===== config.mk =====
export PLATFORM = sky130hd
export DESIGN_NAME = clock_edge_tracker
export DESIGN_NICKNAME = d
export VERILOG_FILES = /design/src/rtl/clock_edge_tracker.sv
export SDC_FILE = /design/constraint.sdc
export NUM_CORES = 1
export LEC_CHECK = 0
export CORE_MARGIN = 2
export CORE_UTILIZATION = 45
export DETAILED_ROUTE_END_ITERATION = 10
export GPL_ROUTABILITY_DRIVEN = 0
export PLACE_DENSITY = 0.65
export SLEW_MARGIN = 0
export SYNTH_ARGS = -nofsm -noshare
export SYNTH_HDL_FRONTEND = slang
export SYNTH_SLANG_ARGS = --single-unit
export TNS_END_PERCENT = 30

===== constraint.sdc =====
create_clock -name clkin -period 9 [get_ports clkin]
set_input_delay 1.8 -clock clkin [delete_from_list [all_inputs] [get_ports clkin]]
set_output_delay 1.8 -clock clkin [all_outputs]
set_load 0.005 [all_outputs]

===== src/rtl/clock_edge_tracker.sv =====
`timescale 1ns/1ps
`default_nettype none
// =============================================================================
// Module   : clock_edge_tracker
// Brief    : Resynchronises a slow divided clock into clkin-domain rise/fall
//            enables, measures its period and high time, and tracks lock.
// Revision : 1.0
// =============================================================================

module clock_edge_tracker #(
  parameter int SYNC_STAGES = 2,
  parameter int CNT_W       = 8,
  parameter int LOCK_COUNT  = 4,
  parameter int TOL         = 1
) (
  input  logic             clkin,
  input  logic             rstn,
  input  logic             divclk_in,
  output logic             rise_pulse,
  output logic             fall_pulse,
  output logic [CNT_W-1:0] period,
  output logic [CNT_W-1:0] high_time,
  output logic             locked,
  output logic             glitch
);

  typedef enum logic [1:0] {
    ST_IDLE    = 2'd0,
    ST_MEASURE = 2'd1,
    ST_TRACK   = 2'd2,
    ST_LOCKED  = 2'd3
  } state_t;

  localparam logic [CNT_W-1:0] C_CNT_MAX = {CNT_W{1'b1}};
  localparam logic [CNT_W-1:0] C_CNT_ONE = {{(CNT_W-1){1'b0}}, 1'b1};
  localparam logic [CNT_W:0]   C_TOL     = (CNT_W+1)'(TOL);
  localparam logic [3:0]       C_LOCK    = 4'(LOCK_COUNT);

  logic [SYNC_STAGES-1:0] r_sync;
  logic                   w_s;
  logic                   r_p;
  logic                   r_rise_det;
  logic                   r_fall_det;
  logic [CNT_W-1:0]       r_cnt;
  logic [CNT_W-1:0]       r_prev_p;
  logic [3:0]             r_match_cnt;
  state_t                 r_state;

  state_t                 w_state_next;
  logic [CNT_W-1:0]       w_prev_p_next;
  logic [CNT_W-1:0]       w_period_next;
  logic [3:0]             w_match_next;
  logic                   w_glitch_next;
  logic [CNT_W:0]         w_diff;
  logic                   w_match;
  logic                   w_timeout;

  assign w_s = r_sync[SYNC_STAGES-1];

  // Edge detection is registered once more so that strobes and measurement
  // updates land together, SYNC_STAGES+1 edges after the first sample.
  always_ff @(posedge clkin or negedge rstn) begin
    if (!rstn) begin
      r_sync     <= '0;
      r_p        <= 1'b0;
      r_rise_det <= 1'b0;
      r_fall_det <= 1'b0;
    end else begin
      r_sync     <= {r_sync[SYNC_STAGES-2:0], divclk_in};
      r_p        <= w_s;
      r_rise_det <= w_s & ~r_p;
      r_fall_det <= ~w_s & r_p;
    end
  end

  always_ff @(posedge clkin or negedge rstn) begin
    if (!rstn) begin
      r_cnt      <= '0;
      rise_pulse <= 1'b0;
      fall_pulse <= 1'b0;
      high_time  <= '0;
    end else begin
      rise_pulse <= r_rise_det;
      fall_pulse <= r_fall_det;
      if (r_rise_det) begin
        r_cnt <= C_CNT_ONE;
      end else if (r_cnt != C_CNT_MAX) begin
        r_cnt <= r_cnt + 1'b1;
      end
      if (r_fall_det) begin
        high_time <= r_cnt;
      end
    end
  end

  // Widened by one bit so the absolute difference never wraps.
  assign w_diff    = (r_cnt >= r_prev_p) ? ({1'b0, r_cnt} - {1'b0, r_prev_p})
                                         : ({1'b0, r_prev_p} - {1'b0, r_cnt});
  assign w_match   = (w_diff <= C_TOL);
  assign w_timeout = (r_cnt == C_CNT_MAX) && !r_rise_det && (r_state != ST_IDLE);

  always_ff @(posedge clkin or negedge rstn) begin
    if (!rstn) begin
      r_state     <= ST_IDLE;
      r_match_cnt <= '0;
      r_prev_p    <= '0;
      period      <= '0;
      glitch      <= 1'b0;
    end else begin
      r_state     <= w_state_next;
      r_match_cnt <= w_match_next;
      r_prev_p    <= w_prev_p_next;
      period      <= w_period_next;
      glitch      <= w_glitch_next;
    end
  end

  always_comb begin
    w_state_next  = r_state;
    w_match_next  = r_match_cnt;
    w_prev_p_next = r_prev_p;
    w_period_next = period;
    w_glitch_next = 1'b0;
    if (r_rise_det) begin
      case (r_state)
        ST_IDLE: begin
          w_state_next = ST_MEASURE;
        end
        ST_MEASURE: begin
          w_period_next = r_cnt;
          w_prev_p_next = r_cnt;
          w_match_next  = '0;
          w_state_next  = ST_TRACK;
        end
        ST_TRACK: begin
          w_period_next = r_cnt;
          w_prev_p_next = r_cnt;
          if (w_match) begin
            w_match_next = r_match_cnt + 4'd1;
            if ((r_match_cnt + 4'd1) == C_LOCK) begin
              w_state_next = ST_LOCKED;
            end
          end else begin
            w_match_next = '0;
          end
        end
        ST_LOCKED: begin
          w_period_next = r_cnt;
          w_prev_p_next = r_cnt;
          if (!w_match) begin
            w_match_next  = '0;
            w_state_next  = ST_TRACK;
            w_glitch_next = 1'b1;
          end
        end
        default: begin
          w_state_next = ST_IDLE;
        end
      endcase
    end else if (w_timeout) begin
      w_state_next  = ST_IDLE;
      w_period_next = C_CNT_MAX;
      w_glitch_next = 1'b1;
    end
  end

  assign locked = (r_state == ST_LOCKED);

endmodule

`default_nettype wire


==> results.yml <==
clock_tree:
  cts_buffers: 5
  cts_setup_buffers: 0
  path_clk_slew_ns: 0.09
  cts_hold_buffers: 0
  tritoncts: "yes"
  clockBufferDepth: 2
  cts_sinks: 46
  cts_root_buf: "clkbuf_8"
  htreeDepth: 2
  cts_resized: 0
  clk_latency_ns: 0.30
detailed_routing:
  vias: 2066
  post-route-drc-count: 0
  first_pass_iters: 4
  via_per_inst: 5.44
  final_antenna_net_count: 0
  avgRoutedWirePerCell_um: 15.2
  wl_um: 5760
  drtIter0Drc: 89
final_layout:
  fin_nets: 327
  final_common_cell: "dfrtp_1"
  syn_to_final_growth_pct: 12.6
  num_antenna_cells: 0
  drive_gt1_share_pct: 7.87
  utilization_pct: 51.9
  design_area_mm2: 0.00305
  final_cell_mix: "dfrtp_1 (46), nor2_1 (29), inv_1 (25)"
synth:
  synth.area.mux_share_pct: 4.20
  synth_top_area_share_pct: 42.5
  synth_edf_count: 0
  ys_seq_area_share_pct: 42.5
  ys_types: 56
  synthXorXnorAreaFrac_pct: 2.58
  async_flop_share_pct: 100
  synth_top_family_by_area: "compound AO/OA/AOI/OAI gates"
  synth_compound_area_share_pct: 18.4
  syn_nets: 308
  ys.flop_type: "dfrtp_1"
  yosys_warnings: 0
  synthCells: 285
  ys_ff_latch: 46
  avgSynthCellArea_um2: 9.51
  synth_top_cell_by_area: "dfrtp_1"
  synth.area.top_cells: "dfrtp_1 (42%), ha_1 (8.3%), nor2_1 (4.0%)"
  synth-adder-area-share_pct: 9.78
  yosys.area_share.simple_pct: 17.1
  synth_area_mm2: 0.00271
placed_design:
  placed_area_mm2: 0.00297
  dp_hpwl_um: 4220
  port_buffers: 22
global_routing:
  grt_pass1_vias: 1971
  grtUsageTotal_pct: 18.8
  antenna_found_initial: 0
  grt_start_max_net_pins: 47
  grt_pass1_wl_um: 9680
  grt_overflow: 0
timing:
  drv_slew: 0
  post-route-min-period_ns: 3.40
  setup_viol: 0
  post-route-period-util_pct: 37.8
  holdWs_ns: 0.376
  fmax_ghz: 0.294
  rsz0062_at_grt: "no"
  worst_pin_slew_ns: 1.13
  max_slew_margin_pct: 24.3
  finalHoldViolCount: 0
  fin_setup_tns_ns: 0
  finClkSkew_ns: 0.00527
power_and_ir_drop:
  powerDensity_mw_per_mm2: 295
  power_leakage_nw: 1.33
  ir_drop_mv: 0.145
floorplan:
  die-area_mm2: 0.00666
  die_w_um: 81.6
  placementRows: 28
  start_util_pct: 46.1
  die_y_um: 81.6
  io_pins: 23
  core_area_mm2: 0.00589
run_status:
  status: "finished clean"
worst_setup_path:
  cp.required_ns: 7.20
  crit_path_end_kind: "primary output"
  worst_setup_path_start_kind: "flip-flop"
  cp_max_fo: 9
  path_class: "flip-flop to primary output"
  critPathArrivalTime_ns: 1.60
run:
  cap_violations: 0
worst_hold_path:
  hp-class: "flip-flop to flip-flop"
-- flip-flops by register name (all words and copies together), names as in the netlist, 2 cells and up --
signal       cells
high_time        8
period           8
r_cnt            8
r_match_cnt      4
r_prev_p         8
r_state          2
r_sync           2
-- layer usage --
metal  GRT usage, %  share of wire (%)  up-vias  wire [um]
li1               -                  -     1035          -
met1           27.3                 49      977       2830
met2           29.8                 47       44       2690
met3           2.75                3.0       10        171
met4           4.67                1.4        0         80
met5              0                  0        -          0
-- worst max-delay path, stage by stage, from the launching register on --
cell	delay, ns
dfrtp_1	0.50
inv_1	0.18
nor2_1	0.12
clkdlybuf4s50_1	0.51
-- logic make-up (layout without fill, tap and decap cells) --
kind of cell    Yosys count  in the layout
mux                      10             10
flops                    46             46
simple gates             92             92
xor+xnor                  8              8
compound gates           73             73
fa+ha+maj                20             20
buf+inv                  36             56
-- path summary, 6_finish.rpt --
path | startpoint | to | slack [ns] | cells past startpoint
min in group asynchronous | rstn | r_sync[1] | 1.67 | 1
min | r_sync[0] | r_sync[1] | 0.38 | 0
min reg2reg | r_sync[0] | r_sync[1] | 0.38 | 0
max in group asynchronous | rstn | r_state[1] | 6.73 | 1
max reg2reg | r_cnt[0] | r_match_cnt[2] | 5.83 | 12
max | r_state[0] | locked | 5.60 | 3
-- stage by stage --
step,setup WS (ns),power (mW),std cells
final,5.60,0.902,380
after global routing,5.51,0.975,380
after CTS,5.59,0.906,380
after detailed placement,5.85,0.779,372
after global placement,5.89,0.777,372
after floorplan,6.19,0.659,285
-- cell type report --
| class | count | area [um2] |
|---|---|---|
| clock buffer | 6 | 72.6 |
| clock inverter | 2 | 13.8 |
| fill | 532 | 2830 |
| inverter | 26 | 97.6 |
| multi-input combinational | 203 | 1410 |
| sequential | 46 | 1150 |
| tap | 75 | 93.8 |
| timing repair buffer | 22 | 215 |
-- report_power, final --
group	leakage (nW)	internal (mW)	switching, mW
registers	0.590	0.252	0.0427
clock network	0.0452	0.0549	0.0710
logic	0.698	0.232	0.249
-- Yosys cell counts (all sizes together) (2+ instances only) --
cell / n
a2111oi: 2
nand3: 4
nand2b: 4
nor2b: 7
xor2: 3
mux2: 8
or2: 2
fa: 2
nand2: 19
nor4: 2
a22oi: 2
inv: 25
nor2: 29
or3: 2
o21ai: 21
buf: 5
nand4: 6
xnor2: 5
o31ai: 2
clkbuf: 5
o211ai: 3
ha: 18
nor3: 11
a21oi: 17
a211oi: 6
a21o: 6
dfrtp: 46
mux2i: 2
a31oi: 4
Note: power is estimated with default switching activity, not from simulation.
==> patch, RTL diff (config.mk and constraints unchanged) <==
Register the output `locked`; this adds one clock of latency there. The other outputs are not delayed to match.
--- a/src/rtl/clock_edge_tracker.sv
+++ b/src/rtl/clock_edge_tracker.sv
@@ -164,7 +164,9 @@
     end
   end
 
-  assign locked = (r_state == ST_LOCKED);
+  always_ff @(posedge clkin) begin
+    locked <= (r_state == ST_LOCKED);
+  end
 
 endmodule
 
Function: same outputs for any inputs over 10 cycles, from zero or initial values and one cycle with rstn low; that may be too few to reach the edited logic, so the function may still have changed.
==> patch against the original RTL <==
  * Sequential cell count rose by 1
  * Count of clock-buffer cells in the layout fell by 1
  * Synthesized area fell by 0.37%
  * Power rose by 9.1%
  * Cell area rose by 0.37%
  * Worst hold slack got worse by 13 ps
  * Routed wire length fell by 3.1%
  * Fmax rose by 14%
  * Worst setup slack improved by 420 ps
  * Clock power rose by 21%
  * Global-route usage fell by 0.28 points
  * Sequential power rose by 4%
  * Critical path type unchanged
  * Largest power group unchanged
  * Highest routed layer unchanged
==> patch: results (changes against the original RTL) <==
* Routed wire per std cell at 15.0 microns (-0.97%)
* Measured slew at the worst slew-check pin at 985 ps (-142 ps)
* Inverter count at 24 (-7.7%)
* Peak supply drop at 214 uV (+47%)
* Seq/Total Area, Yosys at 0.434 (+0.00898)
* Finished Layout Cells at 372 (-2.1%)
* Sequential cell area share at 0.382 (+0.00515)
* Hpwl dp at 4.12 mm (-2.4%)
* CTS root buf: clkbuf_8
* Top post-synthesis cells by area: dfrtp_1 (43%), ha_1 (8.3%), o21ai_0 (4.6%)
* Synth cell count leaders: dfrtp_1 (46), nand2_1 (26), o21ai_0 (25)
* Multi-In Gates at 195 (-3.9%)
* Post-Place Cell Area at 2950 sq um (-0.51%)
* Sw power at 0.399 mW (+9.8%)
* DRT iter0 DRCs at 111 (+25%)
* Global-route wire length before repair at 9.44 mm (-2.5%)
* Post-synthesis mux area share at 0.0371 (-0.00494)
* Filler instances at 527 (-0.94%)
* Non-clk buf share at 0.0727 (+0.00219)
* Net count, final at 319 (-2.4%)
* Synth Area in Adders at 0.0982 (+0.000363)
* Signal buffers at 23 (+4.5%)
* Share of cells above drive strength 1 at 0.0909 (+0.0122)
* Tot GR Track Use at 0.185 (-0.00280)
* Vias in the first global route at 1,973 (+0.10%)
* Complex-gate fraction of the synthesized area at 0.204 (+0.0206)
* Status: complete, no violations
* Xor and xnor area share after synthesis at 0.0292 (+0.00334)
* Multi-input combinational area share at 0.449 (-0.0131)
* Power share of the clock group at 0.155 (+0.015)
* Placed Cells at 364 (-2.2%)
* Syn Area/Cell at 9.72 sq um (+2.1%)
* Horiz. Die Dim at 81.5 microns (-0.17%)
* Comb pwr at 0.524 mW (+8.9%)
* Leak pwr at 1.33 nW (-0.41%)
* Post-synth ARST share at 0.979 (-0.0213)
* Worst slack at placement at 6170 ps (+324 ps)
* Number of library cell types mapped by synthesis at 50 (-11%)
==> patch: final timing paths <==
| check | startpoint | end | slack, ps | depth (start not counted) |
|---|---|---|---|---|
| max in group asynchronous | rstn | period[1] | 6740 | 1 |
| worst min-delay path | r_sync[0] | r_sync[1] | 360 | 0 |
| worst max register to register | r_cnt[0] | glitch | 6170 | 11 |
| worst min register to register | r_sync[0] | r_sync[1] | 360 | 0 |
| worst max-delay path | period[3] | period[3] | 6020 | 1 |
| min in group asynchronous | rstn | r_match_cnt[1] | 1650 | 1 |
==> patch: cell families (layout without fill, tap and decap cells) <==
logic type                 count (synthesis)  after routing
muxes                                      9              9
and+or+nand+nor                           78             78
buffers and inverters                     36             55
adders and majority gates                 20             20
AOI/OAI and AO/OA                         79             79
DFF                                       47             47
xor gates and xnor gates                   9              9
==> patch: routing by layer <==
metal,vias to the layer above,part of all wire,global-route usage
met3,7,0.039,0.0363
met1,1003,0.48,0.260
li1,1016,-,-
met4,0,0.011,0.0508
met5,-,0,0
met2,40,0.47,0.294
